**src/rtl/rvfi_csr_gen_if.sv**
```systemverilog
// rvfi_csr_gen_if: bundles the execute-side CSR access stream, the retire/flush
// controls and the RVFI CSR record outputs of rvfi_csr_gen.
//   master : produces ex_*, rt_valid, flush; consumes ex_ready, rvfi_*, protocol_err
//   slave  : the tracker itself (mirror of master)
interface rvfi_csr_gen_if #(
    parameter int unsigned XLEN = 32
) ();
    logic            ex_valid;
    logic            ex_merge;
    logic [11:0]     ex_addr;
    logic [XLEN-1:0] ex_rmask;
    logic [XLEN-1:0] ex_wmask;
    logic [XLEN-1:0] ex_rdata;
    logic [XLEN-1:0] ex_wdata;
    logic            ex_ready;
    logic            rt_valid;
    logic            flush;
    logic            rvfi_valid;
    logic [XLEN-1:0] rvfi_csr_addr;
    logic [XLEN-1:0] rvfi_csr_rmask;
    logic [XLEN-1:0] rvfi_csr_wmask;
    logic [XLEN-1:0] rvfi_csr_rdata;
    logic [XLEN-1:0] rvfi_csr_wdata;
    logic            protocol_err;

    modport master (
        output ex_valid, ex_merge, ex_addr, ex_rmask, ex_wmask, ex_rdata, ex_wdata,
        output rt_valid, flush,
        input  ex_ready, rvfi_valid, rvfi_csr_addr, rvfi_csr_rmask, rvfi_csr_wmask,
        input  rvfi_csr_rdata, rvfi_csr_wdata, protocol_err
    );

    modport slave (
        input  ex_valid, ex_merge, ex_addr, ex_rmask, ex_wmask, ex_rdata, ex_wdata,
        input  rt_valid, flush,
        output ex_ready, rvfi_valid, rvfi_csr_addr, rvfi_csr_rmask, rvfi_csr_wmask,
        output rvfi_csr_rdata, rvfi_csr_wdata, protocol_err
    );
endinterface

```
**src/rtl/rvfi_csr_gen.sv**
```systemverilog
// rvfi_csr_gen: collects CSR accesses seen at execute into an in-order buffer,
// merging accesses of one instruction into a single entry, and emits one RVFI
// CSR record the cycle after the owning instruction retires.
//   clk    : sole clock, posedge
//   reset  : synchronous, active-high
//   io_bus : slave side of rvfi_csr_gen_if (execute stream, retire/flush, RVFI record)
module rvfi_csr_gen #(
    parameter int unsigned XLEN  = 32,
    parameter int unsigned DEPTH = 4
) (
    input logic            clk,
    input logic            reset,
    rvfi_csr_gen_if.slave  io_bus
);
    localparam int unsigned AW = $clog2(DEPTH);
    localparam logic [AW:0] FULL = (AW+1)'(DEPTH);
    localparam logic [AW:0] ONE  = (AW+1)'(1);

    logic [AW-1:0]   r_head;
    logic [AW-1:0]   r_tail;
    logic [AW:0]     r_count;
    logic [11:0]     r_addr  [DEPTH];
    logic [XLEN-1:0] r_rmask [DEPTH];
    logic [XLEN-1:0] r_wmask [DEPTH];
    logic [XLEN-1:0] r_rdata [DEPTH];
    logic [XLEN-1:0] r_wdata [DEPTH];

    logic            r_valid;
    logic [XLEN-1:0] r_out_addr;
    logic [XLEN-1:0] r_out_rmask;
    logic [XLEN-1:0] r_out_wmask;
    logic [XLEN-1:0] r_out_rdata;
    logic [XLEN-1:0] r_out_wdata;
    logic            r_err;

    logic [AW-1:0]   w_young;
    logic            w_empty;
    logic            w_full;
    logic            w_pop;
    logic            w_push;
    logic            w_merge_req;
    logic            w_merge_lost;
    logic            w_merge;
    logic            w_err;
    logic [XLEN-1:0] w_new_rbits;

    assign w_young = r_tail - AW'(1);
    assign w_empty = (r_count == '0);
    assign w_full  = (r_count == FULL);
    assign w_pop   = io_bus.rt_valid & ~w_empty;

    // A merge into an empty buffer has no entry to join, so it starts a new one.
    assign w_push = io_bus.ex_valid & (~io_bus.ex_merge | w_empty) & ~w_full & ~io_bus.flush;

    assign w_merge_req = io_bus.ex_valid & io_bus.ex_merge & ~w_empty & ~io_bus.flush;
    // With one entry the youngest is also the head being retired: the merge arrives too late.
    assign w_merge_lost = w_merge_req & io_bus.rt_valid & (r_count == ONE);
    assign w_merge      = w_merge_req & ~w_merge_lost;

    assign w_err = (w_merge & (io_bus.ex_addr != r_addr[w_young]))
                 | w_merge_lost
                 | (io_bus.ex_valid & ~io_bus.ex_merge & w_full)
                 | (io_bus.rt_valid & w_empty);

    // Only read bits not already captured take the new value; earlier reads win.
    assign w_new_rbits = io_bus.ex_rmask & ~r_rmask[w_young];

    always_ff @(posedge clk) begin
        if (reset) begin
            r_head  <= '0;
            r_tail  <= '0;
            r_count <= '0;
            r_err   <= 1'b0;
        end else begin
            if (io_bus.flush) begin
                r_head  <= '0;
                r_tail  <= '0;
                r_count <= '0;
            end else begin
                r_head  <= r_head + AW'(w_pop);
                r_tail  <= r_tail + AW'(w_push);
                r_count <= r_count + (AW+1)'(w_push) - (AW+1)'(w_pop);
            end
            r_err <= r_err | w_err;
        end
    end

    // Entry storage needs no reset: occupancy is tracked by r_count alone.
    always_ff @(posedge clk) begin
        if (w_push) begin
            r_addr[r_tail]  <= io_bus.ex_addr;
            r_rmask[r_tail] <= io_bus.ex_rmask;
            r_wmask[r_tail] <= io_bus.ex_wmask;
            r_rdata[r_tail] <= io_bus.ex_rdata;
            r_wdata[r_tail] <= io_bus.ex_wdata;
        end
        if (w_merge) begin
            r_rmask[w_young] <= r_rmask[w_young] | io_bus.ex_rmask;
            r_rdata[w_young] <= (r_rdata[w_young] & ~w_new_rbits)
                              | (io_bus.ex_rdata & w_new_rbits);
            r_wmask[w_young] <= r_wmask[w_young] | io_bus.ex_wmask;
            r_wdata[w_young] <= (r_wdata[w_young] & ~io_bus.ex_wmask)
                              | (io_bus.ex_wdata & io_bus.ex_wmask);
        end
    end

    // Record is the pre-merge head; flush does not suppress a same-cycle retire.
    always_ff @(posedge clk) begin
        if (reset || !w_pop) begin
            r_valid     <= 1'b0;
            r_out_addr  <= '0;
            r_out_rmask <= '0;
            r_out_wmask <= '0;
            r_out_rdata <= '0;
            r_out_wdata <= '0;
        end else begin
            r_valid     <= 1'b1;
            r_out_addr  <= XLEN'(r_addr[r_head]);
            r_out_rmask <= r_rmask[r_head];
            r_out_wmask <= r_wmask[r_head];
            r_out_rdata <= r_rdata[r_head];
            r_out_wdata <= r_wdata[r_head];
        end
    end

    assign io_bus.ex_ready       = ~w_full;
    assign io_bus.rvfi_valid     = r_valid;
    assign io_bus.rvfi_csr_addr  = r_out_addr;
    assign io_bus.rvfi_csr_rmask = r_out_rmask;
    assign io_bus.rvfi_csr_wmask = r_out_wmask;
    assign io_bus.rvfi_csr_rdata = r_out_rdata;
    assign io_bus.rvfi_csr_wdata = r_out_wdata;
    assign io_bus.protocol_err   = r_err;
endmodule

```
**src/flat_wrapper.sv**
```systemverilog
// flat-port wrapper written by rule: the top's interface ports become plain ports
module rvfi_csr_gen_flat 
#(
    parameter int unsigned XLEN  = 32,
    parameter int unsigned DEPTH = 4
)
  (clk, reset, io_bus_ex_valid, io_bus_ex_merge, io_bus_ex_addr, io_bus_ex_rmask, io_bus_ex_wmask, io_bus_ex_rdata, io_bus_ex_wdata, io_bus_rt_valid, io_bus_flush, io_bus_ex_ready, io_bus_rvfi_valid, io_bus_rvfi_csr_addr, io_bus_rvfi_csr_rmask, io_bus_rvfi_csr_wmask, io_bus_rvfi_csr_rdata, io_bus_rvfi_csr_wdata, io_bus_protocol_err);
  rvfi_csr_gen_if #(.XLEN(XLEN)) io_bus_i ();
  input logic clk;
  input logic reset;
  input wire logic [$bits(io_bus_i.ex_valid)-1:0] io_bus_ex_valid;
  input wire logic [$bits(io_bus_i.ex_merge)-1:0] io_bus_ex_merge;
  input wire logic [$bits(io_bus_i.ex_addr)-1:0] io_bus_ex_addr;
  input wire logic [$bits(io_bus_i.ex_rmask)-1:0] io_bus_ex_rmask;
  input wire logic [$bits(io_bus_i.ex_wmask)-1:0] io_bus_ex_wmask;
  input wire logic [$bits(io_bus_i.ex_rdata)-1:0] io_bus_ex_rdata;
  input wire logic [$bits(io_bus_i.ex_wdata)-1:0] io_bus_ex_wdata;
  input wire logic [$bits(io_bus_i.rt_valid)-1:0] io_bus_rt_valid;
  input wire logic [$bits(io_bus_i.flush)-1:0] io_bus_flush;
  output wire logic [$bits(io_bus_i.ex_ready)-1:0] io_bus_ex_ready;
  output wire logic [$bits(io_bus_i.rvfi_valid)-1:0] io_bus_rvfi_valid;
  output wire logic [$bits(io_bus_i.rvfi_csr_addr)-1:0] io_bus_rvfi_csr_addr;
  output wire logic [$bits(io_bus_i.rvfi_csr_rmask)-1:0] io_bus_rvfi_csr_rmask;
  output wire logic [$bits(io_bus_i.rvfi_csr_wmask)-1:0] io_bus_rvfi_csr_wmask;
  output wire logic [$bits(io_bus_i.rvfi_csr_rdata)-1:0] io_bus_rvfi_csr_rdata;
  output wire logic [$bits(io_bus_i.rvfi_csr_wdata)-1:0] io_bus_rvfi_csr_wdata;
  output wire logic [$bits(io_bus_i.protocol_err)-1:0] io_bus_protocol_err;
  assign io_bus_i.ex_valid = io_bus_ex_valid;
  assign io_bus_i.ex_merge = io_bus_ex_merge;
  assign io_bus_i.ex_addr = io_bus_ex_addr;
  assign io_bus_i.ex_rmask = io_bus_ex_rmask;
  assign io_bus_i.ex_wmask = io_bus_ex_wmask;
  assign io_bus_i.ex_rdata = io_bus_ex_rdata;
  assign io_bus_i.ex_wdata = io_bus_ex_wdata;
  assign io_bus_i.rt_valid = io_bus_rt_valid;
  assign io_bus_i.flush = io_bus_flush;
  assign io_bus_ex_ready = io_bus_i.ex_ready;
  assign io_bus_rvfi_valid = io_bus_i.rvfi_valid;
  assign io_bus_rvfi_csr_addr = io_bus_i.rvfi_csr_addr;
  assign io_bus_rvfi_csr_rmask = io_bus_i.rvfi_csr_rmask;
  assign io_bus_rvfi_csr_wmask = io_bus_i.rvfi_csr_wmask;
  assign io_bus_rvfi_csr_rdata = io_bus_i.rvfi_csr_rdata;
  assign io_bus_rvfi_csr_wdata = io_bus_i.rvfi_csr_wdata;
  assign io_bus_protocol_err = io_bus_i.protocol_err;
  rvfi_csr_gen #(.XLEN(XLEN), .DEPTH(DEPTH)) u_core (.clk(clk), .reset(reset), .io_bus(io_bus_i));
endmodule
```
**config.mk**
```make
export PLATFORM = sky130hd
export DESIGN_NAME = rvfi_csr_gen_flat
export DESIGN_NICKNAME = d
export VERILOG_FILES = /design/src/rtl/rvfi_csr_gen_if.sv /design/src/rtl/rvfi_csr_gen.sv /design/src/flat_wrapper.sv
export SDC_FILE = /design/constraint.sdc
export NUM_CORES = 1
export LEC_CHECK = 0
export ABC_AREA = 1
export CORE_MARGIN = 5
export CORE_UTILIZATION = 45
export CTS_BUF_LIST = sky130_fd_sc_hd__clkbuf_8
export CTS_CLUSTER_SIZE = 40
export DETAILED_ROUTE_END_ITERATION = 7
export MAX_ROUTING_LAYER = met4
export PLACE_DENSITY = 0.65
export SLEW_MARGIN = 10
export SYNTH_ARGS = -nofsm -noshare
export SYNTH_HDL_FRONTEND = slang
export SYNTH_SLANG_ARGS = --single-unit
```
**constraint.sdc**
```tcl
create_clock -name clk -period 9.8 [get_ports clk]
set_input_delay 1.96 -clock clk [delete_from_list [all_inputs] [get_ports clk]]
set_output_delay 1.96 -clock clk [all_outputs]
set_load 0.03 [all_outputs]
```
Word level (Yosys, flattened, before mapping):

Memory sizes are Yosys's and may differ from the RTL's. A register that Yosys moved wholly into a read port is not among the register bits.
Cells that the tools add are included.

* word-level logic and storage cells: 80
* input port bits: 146
* memory bits (writable): 560
* memories: 5
* bits in latches: 0
* register bits: 29
* bits in read-only memories: 0

Memories
* u_core.r_rdata: words 4, width 32, rd ports 2, clocked after Yosys merged registers in 1, write ports 1, line rvfi_csr_gen.sv:25 `logic [XLEN-1:0] r_rdata [DEPTH];`
* u_core.r_rmask: words 4, width 32, rd ports 2, clocked after Yosys merged registers in 1, write ports 1, line rvfi_csr_gen.sv:23 `logic [XLEN-1:0] r_rmask [DEPTH];`
* u_core.r_wdata: words 4, width 32, rd ports 2, clocked after Yosys merged registers in 1, write ports 1, line rvfi_csr_gen.sv:26 `logic [XLEN-1:0] r_wdata [DEPTH];`
* u_core.r_wmask: words 4, width 32, rd ports 2, clocked after Yosys merged registers in 1, write ports 1, line rvfi_csr_gen.sv:24 `logic [XLEN-1:0] r_wmask [DEPTH];`
* u_core.r_addr: words 4, width 12, rd ports 2, clocked after Yosys merged registers in 1, write ports 1, line rvfi_csr_gen.sv:22 `logic [11:0] r_addr [DEPTH];`

* add/sub/neg operators: 5
* multiplexer cells: 17
* bitwise gates (word level): 36
* shift operators: 0
* reduce and logical (&&, ||, !) cells: 8
* magnitude comparators: 0
* multiply operators: 0
* equal/unequal tests: 3
* div/mod/pow operators: 0

Operators by type and width (number)
* bitwise AND 32 bit: 5
* two-way mux 32 bit: 4
* bitwise OR 32 bit: 4
* OR reduction 32 bit: 4
* inverter 32 bit: 3
* bitwise AND 1 bit: 14
* inequality test 12 bit: 1
* two-way mux 1 bit: 9
* two-way mux 2 bit: 4
* inverter 1 bit: 5
* bitwise OR 1 bit: 5
* adder 2 x 1 -> 2 bit: 2
* adder 3 x 1 -> 3 bit: 1
* equality test 3 x 1 -> 1 bit, second input constant: 1
* equality test 3 bit, second input constant: 1
* zero test 3 bit: 1
* subtractor 3 x 1 -> 3 bit: 1
* OR reduction 2 bit: 1
* subtractor 2 x 1 -> 2 bit, second input constant: 1
* zero test 1 bit: 1
* logical OR 1 bit: 1

Longest topological paths before layout:

* depth in word-level cells: 13
* depth in mapped cells: 17
* depth with buffers taken out: 13

Least setup slack after synthesis:

Ideal clock, no wire load.

* path type: input to register
* start: input port io_bus_ex_valid
* end: memory u_core.r_rdata[0][0], enable pin
* buffers on the path: 2
* slack: 1.152 ns
* library setup time: 0.618 ns
* stages: 8
* arrival: 8.030 ns
* required time: 9.182 ns
* cells stage by stage: inv_1 -> nor2_1 -> nand3_2 -> buf_6 -> buf_6 -> nand2_1 -> nand2_1 -> nor2_1

* cells in the longest elaborated chain, start to end: 11
* elaborated cells on any way between the ends: 17
* classes of those cells: mux (6); bitwise (10); reduce/logical (1)

RTL lines
* from (decl): line flat_wrapper.sv:11 `input wire logic [$bits(io_bus_i.ex_valid)-1:0] io_bus_ex_valid;`
* bitwise AND 1 bit (3 in series): line rvfi_csr_gen.sv:55 `assign w_merge_req = io_bus.ex_valid & io_bus.ex_merge & ~w_empty & ~io_bus.flush;`
* bitwise AND 1 bit (2 in series): line rvfi_csr_gen.sv:57 `assign w_merge_lost = w_merge_req & io_bus.rt_valid & (r_count == ONE);`
* inverter 1 bit: line rvfi_csr_gen.sv:58 `assign w_merge = w_merge_req & ~w_merge_lost;`
* bitwise AND 1 bit: line rvfi_csr_gen.sv:58
* two-way mux 1 bit: line rvfi_csr_gen.sv:97 `if (w_merge) begin`
* two-way mux 1 bit (not written as such): line rvfi_csr_gen.sv:99 `r_rdata[w_young] <= (r_rdata[w_young] & ~w_new_rbits)`
* OR reduction 32 bit (no source line)
* two-way mux 2 bit (no source line) or two-way mux 1 bit (tied branches)
* to (decl): line rvfi_csr_gen.sv:25

Several ways; a longest one is shown, not always the timed one.

Worst setup path in the final report:

* start: register u_core.r_tail[0]
* end: memory u_core.r_rmask[0][6], enable pin

* cells in the longest elaborated chain, start to end: 2

RTL lines
* from (decl): line rvfi_csr_gen.sv:20 `logic [AW-1:0] r_tail;`
* from (signal assigned): line rvfi_csr_gen.sv:81 `r_tail <= r_tail + AW'(w_push);`
* subtractor 2 x 1 -> 2 bit: line rvfi_csr_gen.sv:47 `assign w_young = r_tail - AW'(1);`
* two-way mux 2 bit (no source line) (*)
* to (decl): line rvfi_csr_gen.sv:23

Every way passes the cells marked *; elsewhere a longest branch is shown, timed or not.

==> summary by stage <==
Status
The run finished with clean final reports.

Logic synthesis
After synthesis, the cell types taking the most area are edfxtp_1, dfxtp_1, a21oi_1. The share of synthesized area in the top cell type comes to 53.7%. The dominant synthesized flop cell is edfxtp_1. After synthesis the netlist holds a flip-flop and latch count of 709.

The number of warnings printed during yosys synthesis is 0. The synthesized netlist contains 37 unique library cells. In this run the mean area of a mapped cell was roughly 11 µm². In this run, synthesis inferred 560 flip-flops with an integrated enable. The mapped netlist covers about 31,000 µm².

Summed over all instances, the cell type with the most area after synthesis is edfxtp_1. The fraction of registers with async set or reset after synthesis is 0%. After technology mapping, the gate count stands at just under 3,000. Sequential elements use 63.2% of the synthesized area.

CTS
Clock tree synthesis inserted a total of 116 buffers. The clock latency of the later-clocked register in the worst-skew pair is 0.72 ns. The root buffer selected by CTS is clkbuf_8. The H-tree depth is 3. The clock passes through at most 3 buffers.

The clock net in this run drives a total of 709 sinks. The number of gates resized after cts is 0. The count of hold buffers inserted by post-cts repair is 0. The post-CTS setup buffer count is 0. TritonCTS built the clock tree. Clock-pin slew was measured on the worst setup and hold paths at 0.06 ns.

Floorplanning
After floorplanning, the core was sized to cover 68,800 µm². Pin placement for this block handled 309 I/O pins. The vertical die dimension is 274 µm. The floorplan step defined a die boundary enclosing roughly 75,000 µm². For this configuration, the core starts out at a cell density of between 40% and 50%.

The floorplan row count is 96. The floorplan die width is 274 µm.

Detailed routing
The iteration count of the initial detailed-routing pass is 5. The first-iteration detailed-routing DRC count is about 2,100. The final routed DRC violation total is 0.

The final route contains 23,600 vias. Wires add up to slightly below 90,000 µm. In this run the remaining antenna-violating nets after routing total 0. The average wire per standard cell is 20.5 µm.

Dividing the detail-routed via count by the number of cells gives 5.56.

STA
At the pin with the least slew margin, the transition time is 1.25 ns. The setup clock skew after layout is between 0.03 and 0.04 ns. The relative slew slack is 16.9%.

The number of hold violations in the final report came to 0. The final critical-path setup slack is 4.85 ns. For the finished layout, the period the worst path requires is 4.95 ns.

Setup violations remaining at the end of the flow were counted as 0. The setup TNS is 0 ns. Setup repair after global routing left no endpoint under its margin. The final critical-path share of the clock period is just over 50%. The max-slew violation count came to 0. The fmax is 202 MHz.

Placed design
The number of buffers added on ports is 288. The wire-length estimate of the detail-placed layout is 50,000 µm. The worst setup timing slack at the placement stage is 4.12 ns. In this run the cell area measured after placement is 34,500 µm². The final estimated routing congestion in global placement is 0.809.

Setup path
Of all nets on the critical path, the largest fanout is 150. The type of element capturing the critical path is a flip-flop. The worst setup path is launched from a flip-flop. At the worst endpoint, the arrival time is 5.25 ns. STA puts the critical path data required time at 10.10 ns.

By startpoint and endpoint, the worst setup path is classified as reg2reg. The setup slack on the worst flop-to-flop path is approximately 4.8 ns.

Worst hold path
The path class of the lowest-slack min-delay path is reg2reg.

GRT
The global routing usage summed across all routing layers is 23.1%. The number of global-route vias before repair is 23,500. The first global-routing pass estimated roughly 130,000 µm of wire. The initial antenna violation count is 4. The overflow left after global routing is 0.

The pin count of the biggest net entering global routing is 240.

Finish
The fraction of final layout cells sized beyond drive strength 1 is just under 9%. Once layout is done, the placed cells without fillers occupy 36,800 µm². The most frequent standard cell in the layout excluding fill and tap cells is edfxtp_1. The final layout contains 3,354 nets. Leaving out fill and tap cells, the most frequent cells in the layout are edfxtp_1, a21oi_1, o21ai_0, nand2_1, inv_1. From synthesis to final layout, the design area changed by 17.3%.

Power and ir drop
The leakage component of the power is 12.8 nW. For this design the ratio of total power to cell area is 175 nW/µm². The worst vdd rail ir drop is 94.8 µV.

Flow run
The number of maximum-capacitance constraint violations is 0.
[critical path: stages, from the launching register on]
cell     delay, ns
dfxtp_4       0.60
inv_8         0.32
ha_4          0.65
buf_12        0.66
o21ai_0       0.26
inv_1         0.09
nand2_1       0.13
nor2_4        0.72
buf_4         0.88
[layer usage]
metal  wire length [µm]  track usage (%)  vias to the layer above
met1              37100             30.7                    11400
li1                   -                -                    11000
met4               2220             7.42                        0
met3               6190             3.48                      155
met2              41400             36.8                      983
met5                  0                -                        -
[cells in the mapped netlist (2+ instances only)]
cell type,number
a31o_2,31
nand3b_1,3
dfxtp_1,149
buf_12,2
inv_2,3
or2_2,3
a31oi_1,32
o21ai_1,14
inv_1,261
edfxtp_1,560
buf_2,64
ha_1,8
nor2_4,21
buf_6,14
o21ai_0,363
buf_4,38
o21bai_1,32
o211ai_1,128
clkbuf_1,101
o21a_1,32
nand3_1,100
buf_1,16
a21oi_2,32
nor2_1,163
nor2_2,14
a21oi_1,463
nand2_1,323
nor3_1,3
[cell type report]
type,count,area (µm²)
fillers,5882,32100
clock inverters,88,409
multi-input cells,1792,9420
inverters,265,1000
well taps,931,1160
flip-flops and latches,709,19800
repair buffers,315,3140
diodes,4,10.0
clock buffers,131,1800
[state kept, by name, indices dropped and copies added, names as in the netlist]
| register | flops |
|---|---|
| u_core.io_bus.rvfi_csr_rmask | 32 |
| u_core.r_wmask | 128 |
| u_core.r_count | 3 |
| u_core.io_bus.rvfi_csr_rdata | 32 |
| u_core.io_bus.rvfi_csr_wmask | 32 |
| u_core.r_addr | 48 |
| u_core.io_bus.rvfi_valid | 1 |
| u_core.io_bus.rvfi_csr_wdata | 32 |
| u_core.r_head | 2 |
| u_core.io_bus.protocol_err | 1 |
| u_core.r_rmask | 128 |
| u_core.io_bus.rvfi_csr_addr | 12 |
| u_core.r_tail | 2 |
| u_core.r_wdata | 128 |
| u_core.r_rdata | 128 |
[kinds of logic after synthesis]
family                     Yosys count  share of synthesized area [%]
buffers and inverters              500                           7.15
adders and majority gates            9                          0.383
xor gates and xnor gates             2                         0.0799
and+or+nand+nor                    633                           8.73
other                                1                         0.0120
AOI/OAI and AO/OA                 1128                           20.4
DFF                                709                           63.2
[final timing paths]
| kind | from | endpoint | cells past startpoint |
|---|---|---|---|
| hold reg to reg | u_core.r_wdata[0][27] | u_core.io_bus.rvfi_csr_wdata[27] | 2 |
| setup reg to reg | u_core.r_tail[0] | u_core.r_rmask[0][6] | 8 |
| hold / removal | u_core.r_wdata[0][27] | u_core.io_bus.rvfi_csr_wdata[27] | 2 |
| setup / recovery | u_core.r_tail[0] | u_core.r_rmask[0][6] | 8 |
[stage by stage]
step / cells / hold WS (ns) / power [mW] / util [%]
after floorplan: 3001 / 0.511 / 3.82 / -
after global routing: 4235 / 0.595 / 6.68 / 53.4
after detailed placement: 4012 / 0.536 / 4.05 / 50.2
after CTS: 4231 / 0.546 / 6.48 / 53.4
after global placement: 4012 / 0.534 / 4.03 / 50.2
final: 4235 / 0.535 / 6.42 / 53.4
[where the power goes]
part	leakage [nW]	internal (mW)	switching [mW]	total, mW
clock network	1.34	1.27	1.16	2.43
registers	6.29	3.36	0.0446	3.40
logic	5.17	0.193	0.395	0.588
Note: power is estimated with default switching activity, not from simulation.
